`config.mk`:
```
export PLATFORM = sky130hd
export DESIGN_NAME = dm_access_ctrl
export DESIGN_NICKNAME = d
export VERILOG_FILES = /design/src/rtl/dm_access_ctrl.sv
export SDC_FILE = /design/constraint.sdc
export NUM_CORES = 1
export LEC_CHECK = 0
export ABC_AREA = 1
export BUFFER_PORTS_ARGS = -buffer_cell sky130_fd_sc_hd__buf_2
export CORE_MARGIN = 1.5
export CORE_UTILIZATION = 48
export DETAILED_ROUTE_END_ITERATION = 7
export MAX_ROUTING_LAYER = met4
export PLACE_DENSITY = 0.82
export SLEW_MARGIN = 20
export SYNTH_ARGS = -nofsm -noshare
export SYNTH_HDL_FRONTEND = slang
export SYNTH_SLANG_ARGS = --single-unit
```
`constraint.sdc`:
```
create_clock -name clk -period 2 [get_ports clk]
set_input_delay 0.2 -clock clk [delete_from_list [all_inputs] [get_ports clk]]
set_output_delay 0.2 -clock clk [all_outputs]
set_load 0.02 [all_outputs]
```
`src/rtl/dm_access_ctrl.sv`:
```
// dm_access_ctrl: turns byte/half/word load-store requests into word accesses on the DM.
// Sub-word stores use an IDLE->MERGE read-modify-write. Define DM_MISALIGN_EXC_EN to trap misaligned half/word.
module dm_access_ctrl #(
    parameter int DM_WORDS = 3072,
    parameter int ADDR_HI  = 13
) (
    input  logic               clk,
    input  logic               reset,
    input  logic               req_valid,
    input  logic               req_we,
    input  logic [1:0]         req_size,
    input  logic               req_sign,
    input  logic [31:0]        req_addr,
    input  logic [31:0]        req_wdata,
    input  logic [31:0]        req_pc,
    input  logic [31:0]        dm_rdata,
    output logic [ADDR_HI-2:0] dm_addr,
    output logic               dm_we,
    output logic [31:0]        dm_wdata,
    output logic [31:0]        dm_pc,
    output logic [31:0]        rdata,
    output logic               stall,
    output logic               addr_exc
);
    localparam logic [1:0] SZ_BYTE = 2'b00;
    localparam logic [1:0] SZ_HALF = 2'b01;

    typedef enum logic {IDLE, MERGE} state_t;

    state_t             state_q, state_d;
    logic [ADDR_HI:0]   sv_addr_q, sv_addr_d;
    logic [15:0]        sv_data_q, sv_data_d;
    logic [1:0]         sv_size_q, sv_size_d;
    logic [31:0]        sv_pc_q, sv_pc_d;

    logic [31:0] word_idx;
    logic        out_of_range;
    logic        bad;
    logic        sub_word;
    logic [7:0]  byte_lane;
    logic [15:0] half_lane;
    logic [31:0] merged;

    assign word_idx     = {{(33-ADDR_HI){1'b0}}, req_addr[ADDR_HI:2]};
    assign out_of_range = (req_addr[31:ADDR_HI+1] != '0) || (word_idx >= DM_WORDS);
    assign sub_word     = ~req_size[1];

`ifdef DM_MISALIGN_EXC_EN
    logic misalign;
    assign misalign = (req_size == SZ_HALF) ? req_addr[0] :
                      (req_size[1] ? (req_addr[1:0] != 2'b00) : 1'b0);
    assign bad      = out_of_range | misalign;
`else
    // Misaligned half/word simply align down: lane selection never looks at the low bits.
    assign bad      = out_of_range;
`endif

    always_comb begin
        byte_lane = dm_rdata[7:0];
        case (req_addr[1:0])
            2'd1:    byte_lane = dm_rdata[15:8];
            2'd2:    byte_lane = dm_rdata[23:16];
            2'd3:    byte_lane = dm_rdata[31:24];
            default: byte_lane = dm_rdata[7:0];
        endcase
        half_lane = req_addr[1] ? dm_rdata[31:16] : dm_rdata[15:0];
    end

    always_comb begin
        case (req_size)
            SZ_BYTE: rdata = req_sign ? {{24{byte_lane[7]}}, byte_lane} : {24'b0, byte_lane};
            SZ_HALF: rdata = req_sign ? {{16{half_lane[15]}}, half_lane} : {16'b0, half_lane};
            default: rdata = dm_rdata;
        endcase
        if (addr_exc) rdata = '0;
    end

    always_comb begin
        merged = dm_rdata;
        if (sv_size_q == SZ_BYTE) begin
            case (sv_addr_q[1:0])
                2'd1:    merged[15:8]  = sv_data_q[7:0];
                2'd2:    merged[23:16] = sv_data_q[7:0];
                2'd3:    merged[31:24] = sv_data_q[7:0];
                default: merged[7:0]   = sv_data_q[7:0];
            endcase
        end else if (sv_addr_q[1]) begin
            merged[31:16] = sv_data_q;
        end else begin
            merged[15:0] = sv_data_q;
        end
    end

    always_ff @(posedge clk or negedge reset) begin
        if (!reset) begin
            state_q   <= IDLE;
            sv_addr_q <= '0;
            sv_data_q <= '0;
            sv_size_q <= '0;
            sv_pc_q   <= '0;
        end else begin
            state_q   <= state_d;
            sv_addr_q <= sv_addr_d;
            sv_data_q <= sv_data_d;
            sv_size_q <= sv_size_d;
            sv_pc_q   <= sv_pc_d;
        end
    end

    always_comb begin
        state_d   = state_q;
        sv_addr_d = sv_addr_q;
        sv_data_d = sv_data_q;
        sv_size_d = sv_size_q;
        sv_pc_d   = sv_pc_q;
        dm_addr   = req_addr[ADDR_HI:2];
        dm_we     = 1'b0;
        dm_wdata  = req_wdata;
        dm_pc     = req_pc;
        stall     = 1'b0;
        addr_exc  = 1'b0;
        case (state_q)
            IDLE: begin
                if (req_valid) begin
                    if (bad) begin
                        addr_exc = 1'b1;
                    end else if (req_we && sub_word) begin
                        stall     = 1'b1;
                        state_d   = MERGE;
                        sv_addr_d = req_addr[ADDR_HI:0];
                        sv_data_d = req_wdata[15:0];
                        sv_size_d = req_size;
                        sv_pc_d   = req_pc;
                    end else if (req_we) begin
                        dm_we = 1'b1;
                    end
                end
            end
            MERGE: begin
                dm_addr  = sv_addr_q[ADDR_HI:2];
                dm_we    = 1'b1;
                dm_wdata = merged;
                dm_pc    = sv_pc_q;
                state_d  = IDLE;
            end
            default: state_d = IDLE;
        endcase
        // Reset asserted mid-MERGE must not leak a write while the state register clears.
        if (!reset) begin
            dm_we    = 1'b0;
            stall    = 1'b0;
            addr_exc = 1'b0;
        end
    end
endmodule
```
## Word level (Yosys, flattened, before mapping)

Cells that the tools add are included.

- Register bits after elaboration: 65
- Input bits: 135

- Multiplexer cells: 32
- Bitwise logic cells: 3
- Reduce and logical (&&, ||, !) cells: 7
- Magnitude comparators: 1
- Equality and inequality tests: 7

Operator list:

| cell | count |
|---|---|
| 32-bit two-way mux | 6 |
| 32-bit one-hot mux with 2 select lines | 1 |
| 16-bit two-way mux | 3 |
| 8-bit two-way mux | 4 |
| 8-bit one-hot mux with 3 select lines | 1 |
| 18-bit nonzero test | 1 |
| 1-bit two-way mux | 14 |
| 12-bit greater-or-equal comparator (second input constant) | 1 |
| 12-bit two-way mux | 1 |
| 2-bit equality test (second input constant) | 4 |
| 2-bit by 1-bit equality test with 1-bit output (second input constant) | 3 |
| 2-bit logical NOT | 2 |
| 1-bit one-hot mux with 2 select lines | 2 |
| 4-bit AND reduction | 1 |
| 1-bit inverter | 3 |
| 3-bit OR reduction | 1 |
| 1-bit logical AND | 1 |
| 1-bit logical OR | 1 |

## Depth between registers and ports, before layout

Gate-level depths: netlist of run 1.

- Depth after elaboration: 7
- Depth in mapped cells: 10
- Gate-level depth less buffers: 8

## Worst setup path after synthesis of run 1

OpenSTA, ideal clock, no wires.

- Kind: reg-to-output
- Start point: reg state_q
- End point: out stall
- Arrival: 1.477 ns
- Setup slack: 0.323 ns
- Stages on the path, launching flop included: 9
- Cell sequence: dfrtp_1 -> buf_6 -> inv_2 -> nand2_1 -> nor2_2 -> nand4_4 -> buf_6 -> buf_6 -> nor2_1

- Cells in the longest elaborated chain, start to end: 2

Ends and longest elaborated chain:

| item | line | text |
|---|---|---|
| start, declared | 30 | `state_t state_q, state_d;` |
| start signal, assigned | 102 | `state_q <= state_d;` |
| 1-bit two-way mux | 122 | `case (state_q)` |
| 1-bit two-way mux | 149 | `if (!reset) begin` |
| end, declared | 22 | `output logic stall,` |

Every way passes these cells.

## Worst setup path in the final report of run 1

- Start point: reg sv_addr_q[1]
- End point: out dm_wdata[30]

- Cells in the longest elaborated chain, start to end: 4
- Elaborated cells between the ends (all ways): 5
- Those cells by class: eq/ne (1); mux (4)

Ends and longest elaborated chain:

| item | line | text |
|---|---|---|
| start, declared | 31 | `logic [ADDR_HI:0] sv_addr_q, sv_addr_d;` |
| start signal, assigned | 103 | `sv_addr_q <= sv_addr_d;` |
| 2-bit equality test | 81 | `case (sv_addr_q[1:0])` |
| 8-bit two-way mux | 81 |  |
| 32-bit two-way mux * | 80 | `if (sv_size_q == SZ_BYTE) begin` |
| 32-bit two-way mux * | 122 |  |
| end, declared | 19 | `output logic [31:0] dm_wdata,` |

Mark *: on every way between the ends. The rest lies on a longest branch, timed or not.

==> out/results.ini, run 1 <==
[outcome]
outcome=completed

[timing]
setup_viol=0
final.min_clock_period_ns=1.99
timing.final.max_slew_violations=0
skew_ns=0.00966
fmax_mhz=501
slew_headroom_pct=44.9
rsz0062_at_grt=true
hold_viol=0
fin_crit_sh_pct=99.7
tightest_slew_ns=0.826
setup_slack_ns=0.00547

[place]
gp_congestion=0.984
dp_hpwl_um=13000
place_inst=1170
numPortBuffers=245
dp_slack_ns=0.200

[critical_path]
worstPathCellList=nand2_4, clkinvlp_4, buf_4, a21oi_1, o21ai_1, a31oi_1, buf_4
r2r_cells=7
crit_slowest_cell=dfrtp_2
r2r-start=state_q
max_stage_delay_ns=0.49
critPathMostFrequentCell=buf_4
timing_worst_setup_path_type=reg -> out
start_kind=flop
critPathArrivalTime_ns=1.79
worstPathMaxFanout=6
required_ns=1.80
r2r_slack_ns=0.30
cp-end-kind=output pin
r2r-end=sv_pc_q[12]
critPathLaunch=sv_addr_q[1]

[clock_tree]
clock_latency_ns=0.33
hold_buffers=0
clk_pin_slew_worst_paths_ns=0.07
cts.sinks=65
cts_tree=built
cts-root-buf=clkbuf_8
cts_buffers=9
cts_max_level=3
clk_path_buf_depth=2

[pwr]
power.density_nw_per_um2=456
vdd_ir_drop_max_mv=0.440
power_leakage_nw=3.64

[routing]
vias=6455
viasPerCell=5.41
dr.pass1.iters=8
wl_per_cell_um=14.8
routed_wl_um=17600
drc=0
drt.antenna.violating_nets=0
drtIter0Drc=488

[final_layout]
syn_to_final_growth_pct=33.9
n_antenna_cell=0
multiInputGateArea_um2=2950
fill_cells=972
ff_latch_area_um2=1630
final_layout_size_suffix_gt1_share_pct=32.2
mostFrequentLayoutCells=232 x buf_2, 172 x nand2_1, 167 x o21ai_0
nets=1188
instances_no_fill=1193
final_common_cell=buf_2

[die]
die_width_um=107
core_area_um2=10400
io_pins=246
num_rows=37
chipHeight_um=107
start_util_pct=49.8
dieArea_um2=11400

[global_route]
grt_max_degree=77
antenna_found_initial=0
gr-total-overflow=0
grt_usage_pct=30.5
grt_pass1_wl_um=26500
grt_pass1_vias=5509

[synth]
ys_warn_count=0
synth-seq-area-share_pct=31.5
mappedNetlistNets=962
synth_area_per_cell_um2=6.24
netlist_instances=827
ys_seq_elements=65
synth_area_um2=5160
synth_cell_types=31

[min_path]
worstHoldStart=req_wdata[15]
holdPathEnd=sv_data_q[15]
hold_depth=3
hold_path_class=in -> reg

[job]
maxCapViolCount=0

logic make-up after synthesis:
kind of cell	Yosys count	synth area share [%]
buffers and inverters	164	13.2
AO/OA/AOI/OAI	311	32.2
flip-flops	65	31.5
AND/OR/NAND/NOR	287	23.1
Yosys cell counts:
cell / number / area share, %
o21ai_0: 182 / 18
nand2_1: 175 / 13
inv_1: 101 / 7.3
nor2_1: 76 / 5.5
a21oi_1: 75 / 7.3
dfrtp_1: 65 / 32
clkbuf_1: 38 / 2.8
a31oi_1: 32 / 3.9
nand3_1: 16 / 1.6
nor2_2: 12 / 1.5
buf_2: 9 / 0.87
buf_6: 6 / 1.3
o22ai_1: 6 / 0.73
inv_2: 5 / 0.36
o211ai_1: 5 / 0.73
o21ai_2: 5 / 0.85
buf_4: 3 / 0.44
buf_1: 2 / 0.15
nand3_2: 2 / 0.39
a21oi_4: 1 / 0.32
and2_1: 1 / 0.12
nand2_2: 1 / 0.12
nand2_4: 1 / 0.22
nand3_4: 1 / 0.34
nand4_4: 1 / 0.41
nor2_4: 1 / 0.22
o211a_1: 1 / 0.19
o21a_1: 1 / 0.15
o21ai_1: 1 / 0.097
o21bai_1: 1 / 0.15
o22a_1: 1 / 0.17
flip-flops by register name (all words and copies together) (netlist names):
register   count
sv_addr_q     14
sv_size_q      2
sv_pc_q       32
sv_data_q     16
state_q        1
per-stage QoR:
stage / instance area, µm² / power, W / TNS (ns) / hold slack [ns] / utilization, %
5_1_grt: 6910 / 0.00330 / -0.440 / 0.0682 / 66.6
3_5_place_dp: 6480 / 0.00219 / 0 / 0.422 / 62.5
6_report: 6910 / 0.00315 / 0 / 0.0746 / 66.6
3_3_place_gp: 6480 / 0.00219 / 0 / 0.414 / 62.5
4_1_cts: 6750 / 0.00316 / -0.0316 / 0.0618 / 65.0
2_1_floorplan: 5160 / 0.00180 / 0 / -0.0956 / -
final cells by class:
| type | count | share of cell area (%) |
|---|---|---|
| Clock buffer | 9 | 1.79 |
| Clock inverter | 6 | 0.616 |
| Inverter | 106 | 5.88 |
| Multi-Input combinational cell | 598 | 42.7 |
| Sequential cell | 65 | 23.6 |
| Tap cell | 136 | 2.46 |
| Timing Repair Buffer | 273 | 22.9 |
worst max-delay path by stage:
stage	slack (ns)	endpoint
floorplan	0.32	stall
global placement	0.23	rdata[1]
detailed placement	0.20	rdata[2]
CTS	-0.02	dm_wdata[24]
global route	-0.07	dm_wdata[29]
finish	0.005	dm_wdata[30]
per-layer routing:
layer	global-route usage [%]	part of all wire, %	vias up
met5	-	0	-
met2	50.1	47	371
met1	36.0	40	2865
met3	6.14	8.4	55
met4	14.2	4.2	0
li1	-	-	3164
report_power, final:
| part | switching [W] | internal (W) |
|---|---|---|
| clock network | 0.000526 | 0.000446 |
| registers | 0.0000000232 | 0.00131 |
| logic | 0.000553 | 0.000313 |
worst max-delay path, delay by kind of cell (launching register included):
kind / cells / cell delay (ns)
buf+inv: 3 / 0.46
simple gates: 1 / 0.11
compound gates: 3 / 0.41
flops: 1 / 0.49
what timing repair did:
item / in CTS / in global routing
pin swaps: 3 / 11
hold endpoints to repair: 0 / 0
setup buffers: 5 / 1
gates cloned: 1 / 1
resized for setup: 11 / 54
endpoints found under the setup margin: 24 / 25
Power figures use the tool's default switching activity.
==> run 2, diff against run 1 <==
--- a/config.mk
+++ b/config.mk
@@ -12,6 +12,7 @@
 export DETAILED_ROUTE_END_ITERATION = 7
 export MAX_ROUTING_LAYER = met4
 export PLACE_DENSITY = 0.82
+export SETUP_SLACK_MARGIN = 0.02
 export SLEW_MARGIN = 20
 export SYNTH_ARGS = -nofsm -noshare
 export SYNTH_HDL_FRONTEND = slang
==> out/results.ini, run 2 (same netlist as run 1, synthesis figures left out) <==
[die]
core_area_um2=10400
dieArea_um2=11400
io_pins=246
die_width_um=107
start_util_pct=49.8
chipHeight_um=107
num_rows=37

[min_path]
hold_path_class=in -> reg
hold_depth=3
worstHoldStart=req_wdata[15]
holdPathEnd=sv_data_q[15]

[critical_path]
r2r_slack_ns=0.30
worstPathMaxFanout=14
r2r-end=sv_pc_q[12]
timing_worst_setup_path_type=reg -> out
crit_slowest_cell=dfrtp_2
path_buf_inv=3
critPathMostFrequentCell=buf_4
critPathArrivalTime_ns=1.80
max_stage_delay_ns=0.48
r2r_cells=7
r2r-start=state_q
cp_top_family=compound AO/OA/AOI/OAI gates
start_kind=flop
worstPathCellList=inv_4, buf_4, a21oi_1, o21ai_0, a31oi_1, buf_4
cp-end-kind=output pin
required_ns=1.80

[timing]
slew_headroom_pct=45.0
final.min_clock_period_ns=2.00
fmax_mhz=500
tightest_slew_ns=0.824
skew_ns=0.0101
finalSetupTns_ns=-0.00247
timing.final.max_slew_violations=0
rsz0062_at_grt=true
setup_slack_ns=-0.00151
fin_crit_sh_pct=100
setup_viol=2
hold_viol=0

[pwr]
vdd_ir_drop_max_mv=0.442
power_w=0.00317
power.density_nw_per_um2=456
power_leakage_nw=3.66

[routing]
drt.antenna.violating_nets=0
wl_per_cell_um=14.9
drtIter0Drc=570
routed_wl_um=17700
vias=6420
viasPerCell=5.37
dr.pass1.iters=6
drc=0

[global_route]
met1_usage_pct=36.0
busiest_layer=met2
grt_pass1_vias=5509
gr-total-overflow=0
grt_usage_pct=30.5
antenna_found_initial=0
use_met2_pct=50.1
grt_max_degree=77
grt_use_met3_pct=6.14
grt_pass1_wl_um=26500

[outcome]
violations=setup timing
outcome=finished, violations left

[final_layout]
multiInputGateArea_um2=2970
mostFrequentLayoutCells=226 x buf_2, 171 x nand2_1, 165 x o21ai_0
fill_cells=970
final_common_cell=buf_2
reg_top3=sv_pc_q (32), sv_data_q (16), sv_addr_q (14)
nets=1190
instances_no_fill=1195
ff_latch_area_um2=1630
syn_to_final_growth_pct=34.8
n_antenna_cell=0
fin_util_pct=67.1
top_register=sv_pc_q
final_layout_size_suffix_gt1_share_pct=32.6
largest_register_ffs=32

[place]
dp_slack_ns=0.200
numPortBuffers=245
place_inst=1170
gp_congestion=0.984
dp_hpwl_um=13000

[clock_tree]
cts-root-buf=clkbuf_8
cts_max_level=3
hold_buffers=0
cts_tree=built
cts_buffers=9
clk_pin_slew_worst_paths_ns=0.07
cts.sinks=65
clock_latency_ns=0.34
clk_path_buf_depth=2

[job]
maxCapViolCount=0

## run 2: worst register-to-register path: stages (launching register included)
cell and delay (ns):
dfrtp_4 0.53, inv_2 0.07, nand2_2 0.06, nor2_2 0.16
nand4_4 0.14, buf_4 0.35, nand2_1 0.15, o21ai_0 0.09
## run 2: layer usage
| layer | vias to the layer above | part of all wire [%] |
|---|---|---|
| met5 | - | 0 |
| met4 | 0 | 4.3 |
| met3 | 52 | 8.5 |
| met2 | 356 | 47 |
| met1 | 2843 | 40 |
| li1 | 3169 | - |
## run 2: power breakdown
part           switching [W]  internal [W]
clock               0.000532      0.000446
sequential      0.0000000229       0.00131
combinational       0.000558      0.000320
## run 2: per-stage QoR
stage / instance area [µm²] / hold WS [ns]
6_report: 6960 / 0.0697
5_1_grt: 6960 / 0.0682
4_1_cts: 6750 / 0.0618
3_5_place_dp: 6480 / 0.422
3_3_place_gp: 6480 / 0.414
2_1_floorplan: 5160 / -0.0956
## run 2: how the worst max path moves through the flow
stage	from	endpoint	cells past startpoint
finish	sv_addr_q[1]	dm_wdata[1]	6
global route	sv_addr_q[1]	dm_wdata[29]	7
CTS	sv_addr_q[1]	dm_wdata[29]	7
detailed placement	req_addr[13]	rdata[2]	10
global placement	req_addr[13]	rdata[1]	10
floorplan	state_q	stall	8
## run 2: layout make-up
type	instances	area share, %
clock buffer	9	1.78
clock inverter	6	0.611
inverter	106	5.84
multi-input combinational	598	42.7
sequential	65	23.5
tap	136	2.45
timing repair buffer	275	23.2
## run 2: timing repair
item	in CTS	in global routing
resized for setup	13	65
setup endpoints to repair	34	37
gates cloned	1	2
pin swaps	3	13
buffers inserted	5	2
==> run 3, diff against run 2 <==
--- a/config.mk
+++ b/config.mk
@@ -9,10 +9,12 @@
 export BUFFER_PORTS_ARGS = -buffer_cell sky130_fd_sc_hd__buf_2
 export CORE_MARGIN = 1.5
 export CORE_UTILIZATION = 48
+export CTS_CLUSTER_SIZE = 16
 export DETAILED_ROUTE_END_ITERATION = 7
 export MAX_ROUTING_LAYER = met4
 export PLACE_DENSITY = 0.82
 export SETUP_SLACK_MARGIN = 0.02
+export SKIP_CTS_REPAIR_TIMING = 1
 export SLEW_MARGIN = 20
 export SYNTH_ARGS = -nofsm -noshare
 export SYNTH_HDL_FRONTEND = slang
==> out/results.ini, run 3 (same netlist as run 1, synthesis figures left out) <==
[timing]
fin_crit_sh_pct=104
tightest_slew_ns=0.823
final.min_clock_period_ns=2.08
slew_headroom_pct=45.2
finalSetupTns_ns=-0.0773
setup_viol=1
timing.final.max_slew_violations=0
rsz0062_at_grt=true
fmax_mhz=481
skew_ns=0.00949
hold_viol=0
setup_slack_ns=-0.0773

[critical_path]
timing_worst_setup_path_type=reg -> out
cp-end-kind=output pin
start_kind=flop
crit_slowest_cell=dfrtp_2
required_ns=1.80
critPathArrivalTime_ns=1.88
worstPathCellList=nand2_4, clkinvlp_4, buf_2, a21oi_1, o21ai_0, a31oi_1, buf_4
max_stage_delay_ns=0.49
worstPathMaxFanout=7

[pwr]
vdd_ir_drop_max_mv=0.438
power_leakage_nw=3.65
power_w=0.00316
power.density_nw_per_um2=456

[final_layout]
largest_register_ffs=32
syn_to_final_growth_pct=34.1
fin_util_pct=66.8
final_layout_size_suffix_gt1_share_pct=32.0
reg_top3=sv_pc_q (32), sv_data_q (16), sv_addr_q (14)
n_antenna_cell=0
fill_cells=968
final_common_cell=buf_2
top_register=sv_pc_q
mostFrequentLayoutCells=223 x buf_2, 172 x nand2_1, 170 x o21ai_0
nets=1189

[die]
dieArea_um2=11400
chipHeight_um=107
core_area_um2=10400
io_pins=246
start_util_pct=49.8
num_rows=37
die_width_um=107

[routing]
viasPerCell=5.40
drc=0
drtIter0Drc=544
drt.antenna.violating_nets=0
vias=6451
dr.pass1.iters=6
wl_per_cell_um=14.9
routed_wl_um=17800

[place]
dp_hpwl_um=13000
numPortBuffers=245
gp_congestion=0.984

[clock_tree]
cts_tree=built
cts_buffers=9
cts_max_level=3
clock_latency_ns=0.34
clk_pin_slew_worst_paths_ns=0.07
clk_path_buf_depth=2
cts.sinks=65
cts-root-buf=clkbuf_8

[global_route]
grt_usage_pct=29.5
gr-total-overflow=0
grt_pass1_wl_um=25700
antenna_found_initial=0
grt_max_degree=104
grt_pass1_vias=5396

[min_path]
hold_path_class=in -> reg

[outcome]
violations=setup timing
outcome=finished, violations left

[job]
maxCapViolCount=0

## run 3: changes by cell type in the layout (fill, tap and decap cells not counted), sizes merged
cell | before | now
nand2 | 177 | 178
clkbuf | 10 | 12
bufbuf | 1 | 0
buf | 273 | 270
## run 3: final timing paths
kind / start / endpoint / slack, ns / cells after the start
setup / recovery: sv_addr_q[1] / dm_wdata[30] / -0.08 / 7
hold / removal: req_wdata[15] / sv_data_q[15] / 0.07 / 3
setup reg to reg: state_q / sv_pc_q[12] / 0.29 / 7
hold reg to reg: sv_pc_q[29] / sv_pc_q[29] / 0.48 / 2
max in group asynchronous: reset / state_q / 1.23 / 2
min in group asynchronous: reset / sv_data_q[14] / 0.15 / 2
## run 3: final cells by class
cell class	instances	area (µm²)	share of cell area, %
clock inverter	6	42.5	0.614
timing repair buffer	273	1620	23.4
multi-input combinational	599	2930	42.3
inverter	106	407	5.87
tap	136	170	2.46
sequential	65	1630	23.6
clock buffer	9	124	1.79
## run 3: metrics by stage
stage                     instances  instance area (µm²)  worst slack, ns  hold WS (ns)
after floorplan                 827                 5160            0.323       -0.0956
after global placement         1170                 6480            0.230         0.414
after detailed placement       1170                 6480            0.200         0.422
after CTS                      1185                 6640           -0.168        0.0618
after global routing           1194                 6920           -0.104        0.0682
final                          1194                 6920          -0.0773        0.0715
## run 3: per-layer routing
layer	GRT usage [%]	wire, µm	vias up
li1	-	-	3172
met1	34.6	6860	2829
met2	48.7	8470	393
met3	6.14	1730	57
met4	13.6	749	0
met5	-	0	-
## run 3: power by group
group / switching, W / leakage, nW / internal (W)
clock: 0.000526 / 0.0819 / 0.000446
combinational: 0.000553 / 2.74 / 0.000318
sequential: 0.0000000233 / 0.835 / 0.00131
total: 0.00108 / 3.65 / 0.00208
## run 3: worst max-delay path, delay by kind of cell, from the launching register on
kind | cells | cell delay (ns)
DFF | 1 | 0.49
buffers and inverters | 3 | 0.48
AOI/OAI and AO/OA | 3 | 0.46
and+or+nand+nor | 1 | 0.10
